`src/rtl/dmem_arbiter_pkg.sv`:
```
// dmem_arbiter_pkg: shared parameter defaults and FSM state encoding for the
// data-memory arbiter (dmem_arbiter and its counters).
package dmem_arbiter_pkg;

    localparam int unsigned DEF_ADDR_W    = 32;
    localparam int unsigned DEF_DATA_W    = 32;
    localparam int unsigned DEF_MAX_WAIT  = 8;
    localparam int unsigned DEF_BURST_LEN = 4;

    // S_CORE: core has priority; S_FORCE: bounded loader burst after starvation.
    typedef enum logic {
        S_CORE  = 1'b0,
        S_FORCE = 1'b1
    } arb_state_e;

endpackage

```
`src/rtl/arb_sat_counter.sv`:
```
// arb_sat_counter: saturating up-counter with synchronous clear and a
// terminal-compare flag.
//   clk, rst  : clock, asynchronous active-high reset
//   inc       : count up by one this cycle (saturates at TERM)
//   clr       : clear to zero this cycle (wins over inc)
//   last_c    : combinational, high while the count is TERM-1, i.e. the next
//               increment reaches the terminal value
module arb_sat_counter #(
    parameter int unsigned WIDTH = 4,
    parameter int unsigned TERM  = 8
) (
    input  logic clk,
    input  logic rst,
    input  logic inc,
    input  logic clr,
    output logic last_c
);

    logic [WIDTH-1:0] count_q;
    logic [WIDTH-1:0] count_d;

    // Next count: clear dominates, increment saturates at TERM.
    always_comb begin
        count_d = count_q;
        if (clr) begin
            count_d = '0;
        end else if (inc && (count_q != WIDTH'(TERM))) begin
            count_d = count_q + WIDTH'(1);
        end
    end

    always_ff @(posedge clk or posedge rst) begin
        if (rst) begin
            count_q <= '0;
        end else begin
            count_q <= count_d;
        end
    end

    assign last_c = (count_q == WIDTH'(TERM - 1));

endmodule

```
`src/rtl/dmem_arbiter.sv`:
```
// dmem_arbiter: shares the single-port data memory between the pipeline
// memory stage (core) and a loader/DMA requester. The core wins by default;
// once the loader has been denied MAX_WAIT consecutive cycles, a loader burst
// of up to BURST_LEN beats is forced, stalling the core.
//   core_*  : core request (req/we/addr/wdata), rdata pass-through, stall
//   ld_*    : loader request (req/we/addr/wdata), grant, registered rdata/rvalid
//   mem_*   : memory write-enable, address, write data, combinational read data
// Grant, stall and memory controls are combinational from the current state.
module dmem_arbiter
    import dmem_arbiter_pkg::*;
#(
    parameter int unsigned ADDR_W    = DEF_ADDR_W,
    parameter int unsigned DATA_W    = DEF_DATA_W,
    parameter int unsigned MAX_WAIT  = DEF_MAX_WAIT,
    parameter int unsigned BURST_LEN = DEF_BURST_LEN
) (
    input  logic              clk,
    input  logic              rst,
    input  logic              core_req,
    input  logic              core_we,
    input  logic [ADDR_W-1:0] core_addr,
    input  logic [DATA_W-1:0] core_wdata,
    output logic [DATA_W-1:0] core_rdata,
    output logic              core_stall,
    input  logic              ld_req,
    input  logic              ld_we,
    input  logic [ADDR_W-1:0] ld_addr,
    input  logic [DATA_W-1:0] ld_wdata,
    output logic              ld_gnt,
    output logic [DATA_W-1:0] ld_rdata,
    output logic              ld_rvalid,
    output logic              mem_we,
    output logic [ADDR_W-1:0] mem_addr,
    output logic [DATA_W-1:0] mem_wdata,
    input  logic [DATA_W-1:0] mem_rdata
);

    localparam int unsigned WAIT_W = $clog2(MAX_WAIT + 1);
    localparam int unsigned BEAT_W = $clog2(BURST_LEN + 1);

    arb_state_e        state_q;
    arb_state_e        state_d;
    logic [DATA_W-1:0] ld_rdata_q;
    logic [DATA_W-1:0] ld_rdata_d;
    logic              ld_rvalid_q;
    logic              ld_rvalid_d;

    logic wait_inc;
    logic wait_clr;
    logic wait_last;
    logic beat_inc;
    logic beat_clr;
    logic beat_last;

    // Consecutive denied loader cycles while the core has priority.
    arb_sat_counter #(
        .WIDTH (WAIT_W),
        .TERM  (MAX_WAIT)
    ) wait_cnt (
        .clk    (clk),
        .rst    (rst),
        .inc    (wait_inc),
        .clr    (wait_clr),
        .last_c (wait_last)
    );

    // Loader beats granted in the current forced burst.
    arb_sat_counter #(
        .WIDTH (BEAT_W),
        .TERM  (BURST_LEN)
    ) beat_cnt (
        .clk    (clk),
        .rst    (rst),
        .inc    (beat_inc),
        .clr    (beat_clr),
        .last_c (beat_last)
    );

    // Ownership, stall, counter control and next state.
    always_comb begin
        state_d    = state_q;
        ld_gnt     = 1'b0;
        core_stall = 1'b0;
        wait_inc   = 1'b0;
        wait_clr   = 1'b0;
        beat_inc   = 1'b0;
        beat_clr   = 1'b0;
        unique case (state_q)
            S_CORE: begin
                ld_gnt   = ld_req & ~core_req;
                wait_inc = ld_req & core_req;
                // Cleared on a grant or when the loader is idle.
                wait_clr = ~wait_inc;
                if (wait_inc && wait_last) begin
                    state_d  = S_FORCE;
                    wait_clr = 1'b1;
                end
            end
            S_FORCE: begin
                ld_gnt     = ld_req;
                core_stall = ld_req & core_req;
                wait_clr   = 1'b1;
                beat_inc   = ld_req;
                // Burst ends on its last beat or as soon as the loader goes idle.
                if (!ld_req || beat_last) begin
                    state_d  = S_CORE;
                    beat_clr = 1'b1;
                end
            end
            default: begin
                state_d = S_CORE;
            end
        endcase
    end

    // Memory port mux: the core drives the port whenever the loader is not granted.
    assign mem_addr   = ld_gnt ? ld_addr  : core_addr;
    assign mem_wdata  = ld_gnt ? ld_wdata : core_wdata;
    assign mem_we     = ld_gnt ? ld_we    : (core_req & core_we);
    assign core_rdata = mem_rdata;

    // Loader read return path, one cycle after the grant.
    always_comb begin
        ld_rdata_d  = ld_rdata_q;
        ld_rvalid_d = ld_gnt & ~ld_we;
        if (ld_gnt && !ld_we) begin
            ld_rdata_d = mem_rdata;
        end
    end

    always_ff @(posedge clk or posedge rst) begin
        if (rst) begin
            state_q     <= S_CORE;
            ld_rdata_q  <= '0;
            ld_rvalid_q <= 1'b0;
        end else begin
            state_q     <= state_d;
            ld_rdata_q  <= ld_rdata_d;
            ld_rvalid_q <= ld_rvalid_d;
        end
    end

    assign ld_rdata  = ld_rdata_q;
    assign ld_rvalid = ld_rvalid_q;

endmodule

```
`config.mk`:
```
export PLATFORM = sky130hd
export DESIGN_NAME = dmem_arbiter
export DESIGN_NICKNAME = d
export VERILOG_FILES = /design/src/rtl/dmem_arbiter_pkg.sv /design/src/rtl/arb_sat_counter.sv /design/src/rtl/dmem_arbiter.sv
export SDC_FILE = /design/constraint.sdc
export NUM_CORES = 1
export LEC_CHECK = 0
export CAP_MARGIN = 40
export CORE_AREA = 2 2 116 118
export CTS_CLUSTER_DIAMETER = 200
export CTS_CLUSTER_SIZE = 25
export DETAILED_ROUTE_END_ITERATION = 8
export DIE_AREA = 0 0 118 120
export PLACE_DENSITY_LB_ADDON = 0.05
export SLEW_MARGIN = 25
export SYNTH_ARGS = -nofsm -noshare
export SYNTH_HDL_FRONTEND = slang
export SYNTH_SLANG_ARGS = --single-unit
```
`constraint.sdc`:
```
create_clock -name clk -period 2.72 [get_ports clk]
set_input_delay 0.816 -clock clk [delete_from_list [all_inputs] [get_ports clk]]
set_output_delay 0.816 -clock clk [all_outputs]
set_load 0.01 [all_outputs]
```
Yosys cells after proc, flatten, opt, wreduce, memory -nomap -nowiden
Cells that the tools add are included.
{"block": "totals", "reg_bits": 41, "input_bits": 166, "out_inout_bits": 132, "elab_cells": 46}
{"block": "op_classes", "add_sub_neg": 2, "n_eq_ne": 4, "n_mux": 18, "bitwise_logic": 8, "n_reduce_logical": 9}
{"operator": "$mux 32", "count": 2}
{"operator": "$mux 1", "count": 9}
{"operator": "$mux 4", "count": 2}
{"operator": "$mux 3", "count": 2}
{"operator": "$pmux 1 s2", "count": 3}
{"operator": "$add 4x1->4 const B", "count": 1}
{"operator": "$and 1x1->1", "count": 4}
{"operator": "$eq 4x3->1 const B", "count": 1}
{"operator": "$logic_and 1x1->1", "count": 4}
{"operator": "$ne 4x4->1 const B", "count": 1}
{"operator": "$not 1->1", "count": 4}
{"operator": "$reduce_bool 2->1", "count": 2}
{"operator": "$add 3x1->3 const B", "count": 1}
{"operator": "$eq 3x2->1 const B", "count": 1}
{"operator": "$ne 3x3->1 const B", "count": 1}
{"operator": "$logic_not 1->1", "count": 2}
{"operator": "$logic_or 1x1->1", "count": 1}

Logic depth before layout (Yosys ltp)
{"block": "depth", "depth_word": 5, "mapped_depth": 5, "ltp_nobuf": 5}

By module
A second synthesis with hierarchy kept.
{"block": "hier_totals", "hier_cells": 233, "area_unflattened_um2": 2825.2}
{"module": "dmem_arbiter", "n_inst": 1, "cells_each": 189, "area_each_um2": 2388.5, "seq_area_each_um2": 850.8}
{"module": "arb_sat_counter at wait_cnt", "n_inst": 1, "cells_each": 25, "area_each_um2": 242.7, "seq_area_each_um2": 100.1}
{"module": "arb_sat_counter at beat_cnt", "n_inst": 1, "cells_each": 19, "area_each_um2": 193.9, "seq_area_each_um2": 75.1}

Least setup slack after synthesis
OpenSTA, ideal clock, no wires.
{"block": "synth_timing", "path_type": "in2out", "from": "in core_req", "to": "out mem_addr[24]", "arrival_time_ns": 1.761, "t_required_ns": 1.904, "setup_slack_ns": 0.143, "path_stages": 5, "path_buffers": 2, "path_cell_list": "inv_1 -> o21ai_1 -> buf_2 -> buf_4 -> mux2_2"}
{"block": "synth_via", "elab_chain_cells": 4}
{"item": "start, declared", "line": "dmem_arbiter.sv:19", "source": "input logic core_req,"}
{"item": "$not 1->1", "line": "dmem_arbiter.sv:90", "source": "ld_gnt = ld_req & ~core_req;"}
{"item": "$and 1x1->1", "line": "dmem_arbiter.sv:90"}
{"item": "$pmux 1 s2", "line": "dmem_arbiter.sv:88", "source": "unique case (state_q)"}
{"item": "$mux 32", "line": "dmem_arbiter.sv:117", "source": "assign mem_addr = ld_gnt ? ld_addr : core_addr;"}
{"item": "end, declared", "line": "dmem_arbiter.sv:33", "source": "output logic [ADDR_W-1:0] mem_addr,"}
No other way between the ends.

Worst setup path in the final report
{"block": "layout_timing", "from": "in core_req", "to": "out mem_addr[9]"}
The elaborated chain is that of the path after synthesis.

==> flow_summary.json <==
{
  "status": "finished, violations left",
  "violations": "setup timing",
  "start_kind": "input pin",
  "min_path_cells": 1,
  "cp.depth": 8,
  "antenna_found_initial": 0,
  "p_per_area_mw_per_mm2": 397,
  "initial_core_util_pct": 21.1,
  "use_met2_pct": 32.8,
  "gr-usage-met3_pct": 5.23,
  "drive_above_1_share_pct": 38.9,
  "clock_skew_ps": 6.78,
  "synthCells": 227,
  "cts_sinks": 41,
  "period_needed_ps": 2770,
  "power_mw": 2.52,
  "use_met1_pct": 17.9,
  "tightest_slew_ps": 536,
  "synth_adder_area_share_pct": 2.28,
  "slew_headroom_pct": 64.3,
  "r2r-start": "state_q",
  "clockBufferDepth": 2,
  "regToRegSetupSlack_ps": 940,
  "coreArea_mm2": 0.0130,
  "hold_viol": 0,
  "die-area_mm2": 0.0142,
  "wl_per_cell_um": 18.3,
  "cts_buffers": 5,
  "rows": 42,
  "final-max-slew-violation-count": 0,
  "peakVddDrop_mv": 0.323,
  "required_ps": 1900,
  "num_antenna_cells": 0,
  "avgSynthCellArea_um2": 12.1,
  "synth_nets": 398,
  "die_h_um": 120,
  "drtAntennaViolNets": 0,
  "syn_area_mm2": 0.00274,
  "yosys_warnings": 0,
  "place_hpwl_um": 9640,
  "grt_pass1_wl_um": 18500,
  "path_delay_family": "buffers and inverters",
  "critical-path-max-stage-delay_ps": 310,
  "yosysTopAreaCellShare_pct": 38.6,
  "regArea_mm2": 0.00103,
  "routed_via_density": 4.15,
  "gr-max-usage-layer": "met2",
  "chipWidth_um": 118,
  "synthToLayoutAreaGrowth_pct": 132,
  "grt_setup_unrepaired": "yes",
  "port_buffers": 297,
  "gp_congestion": 0.780,
  "synth_compound_area_share_pct": 2.65,
  "maxCapViolCount": 0,
  "via_count": 2887,
  "hold_path.class": "register to register",
  "worstSetupStartpoint": "core_req",
  "fin_crit_sh_pct": 102,
  "clk_latency_ps": 280,
  "setup_viol": 36,
  "fin_ws_ps": -49.7,
  "crit_fanout": 6,
  "routed_wl_um": 12800,
  "ys_seq_elements": 41,
  "r2r_end": "ld_rdata[27]",
  "power.leakage_nw": 2.84,
  "synth_top_family_by_area": "multiplexers",
  "ys_types": 28,
  "cp.arrival_ps": 1950,
  "grt_max_degree": 42,
  "fillers": 1200,
  "crit_chain": "buf_8, inv_4, o21ai_4, buf_12, buf_12, buf_16, mux2_4, buf_6",
  "max_freq_mhz": 361,
  "tritoncts": "done",
  "fin_util_pct": 48.9,
  "grt_pass1_vias": 3098,
  "crit_end": "mem_addr[9]",
  "synth-xor-area-share_pct": 0.639,
  "synth-seq-area-share_pct": 37.4,
  "drc_errors": 0,
  "synth_mux_area_share_pct": 40.2,
  "critPathCaptureType": "primary output",
  "ios": 298,
  "yosys.area.top_type": "mux2_2",
  "min_from": "ld_rdata[25]",
  "tns_ps": -982,
  "grt.total_usage_pct": 17.1,
  "crit_buf_inv": 6,
  "rr_worst_depth": 5,
  "root_buffer": "clkbuf_16",
  "cpMaxStageDelayCell": "mux2_4",
  "synthTopCellsByArea": "mux2_2, dfrtp_1, buf_4, ha_1, inv_1",
  "path_common_cell": "buf_12",
  "nNetsFinal": 690,
  "multi_input_area_mm2": 0.00154,
  "ctsHtreeMaxLevel": 2,
  "cts-hold-fix-buffers": 0,
  "crit_type": "input pin to primary output",
  "grt_overflow": 0,
  "firstDrtPassIters": 3,
  "cts.clk_slew.worst_paths_ps": 60,
  "drt-initial-drc-count": 54,
  "synthSimpleGateAreaFrac_pct": 3.65
}
through the flow:
| stage | setup slack (ps) | hold WS (ps) | area [um^2] | instances |
|---|---|---|---|---|
| floorplan | 143 | 491 | 2740 | 227 |
| global placement | -844 | 471 | 5740 | 672 |
| detailed placement | -888 | 478 | 5740 | 672 |
| CTS | -169 | 493 | 6260 | 697 |
| global route | -74.2 | 512 | 6350 | 695 |
| finish | -49.7 | 491 | 6350 | 695 |
worst min path at each step:
stage	to	slack [ps]
finish	ld_rdata[25]	490
global route	ld_rdata[25]	510
CTS	ld_rdata[26]	490
detailed placement	ld_rdata[26]	480
global placement	ld_rdata[26]	470
floorplan	beat_cnt.count_q[2]	490
layout by cell type, fill, tap and decap left out, types with 4 or more instances in the layout:
| cell | instances |
|---|---|
| clkdlybuf4s50_1 | 228 |
| dfrtp_1 | 41 |
| inv_1 | 8 |
| buf_16 | 5 |
| clkbuf_16 | 7 |
| nand3b_1 | 4 |
| buf_4 | 17 |
| buf_12 | 4 |
| mux2_4 | 46 |
| buf_2 | 13 |
| mux2_2 | 48 |
| buf_6 | 53 |
| ha_1 | 5 |
registers in the layout, indices dropped and copies added (netlist names):
register and flops:
ld_rdata 32, wait_cnt.count_q 4, beat_cnt.count_q 3, ld_rvalid 1
state_q 1
kinds of logic (layout without fill, tap and decap cells):
group | count (synthesis) | count (layout)
adders and majority gates | 5 | 5
muxes | 98 | 98
and+or+nand+nor | 18 | 18
DFF | 41 | 41
xor gates and xnor gates | 2 | 2
AOI/OAI and AO/OA | 10 | 10
buffers and inverters | 53 | 345
what timing repair did:
item | CTS | global route
setup endpoints to repair | 67 | 66
gates resized for setup | 351 | 41
setup buffers | 13 | 2
pin swaps | 1 | 1
gates cloned | 5 | 2
cells in the mapped netlist, drive strengths merged:
cell and n:
mux2i 2, mux2 96, o2bb2ai 1, a21oi 2, nand3b 4, nor3 1, o22ai 2, buf 42
xor2 1, xnor2 1, nand3 1, ha 5, and3 1, a31oi 1, nor2 3, dfrtp 41
o21ai 3, inv 11, nand2 3, nand2b 3, a211oi 1, nor2b 1, or2 1
power breakdown:
group | total, mW | leakage [nW] | switching [mW] | internal, mW
clock network | 0.569 | 0.0669 | 0.232 | 0.337
registers | 0.776 | 0.497 | 0.0561 | 0.719
logic | 1.18 | 2.27 | 0.402 | 0.776
total | 2.52 | 2.84 | 0.690 | 1.83
layer usage:
layer  wire length [um]  share of wire (%)
met1               4640                 36
met2               6960                 55
met3                939                7.4
met4                204                1.6
met5                  0                  0
worst reg2reg max path, cell delays in order, from the launching register on:
cell and delay, ps:
dfrtp_1 400, buf_4 180, inv_2 60, a211oi_4 200, buf_4 420, mux2_2 410
area by class of cell:
| cell class | instances | share of cell area [%] |
|---|---|---|
| Inverter | 11 | 0.690 |
| Clock inverter | 1 | 0.138 |
| Sequential cell | 41 | 16.2 |
| Timing Repair Buffer | 327 | 53.3 |
| Clock buffer | 6 | 2.03 |
| Multi-Input combinational cell | 133 | 24.2 |
| Tap cell | 176 | 3.47 |
(Power assumes the default switching activity.)
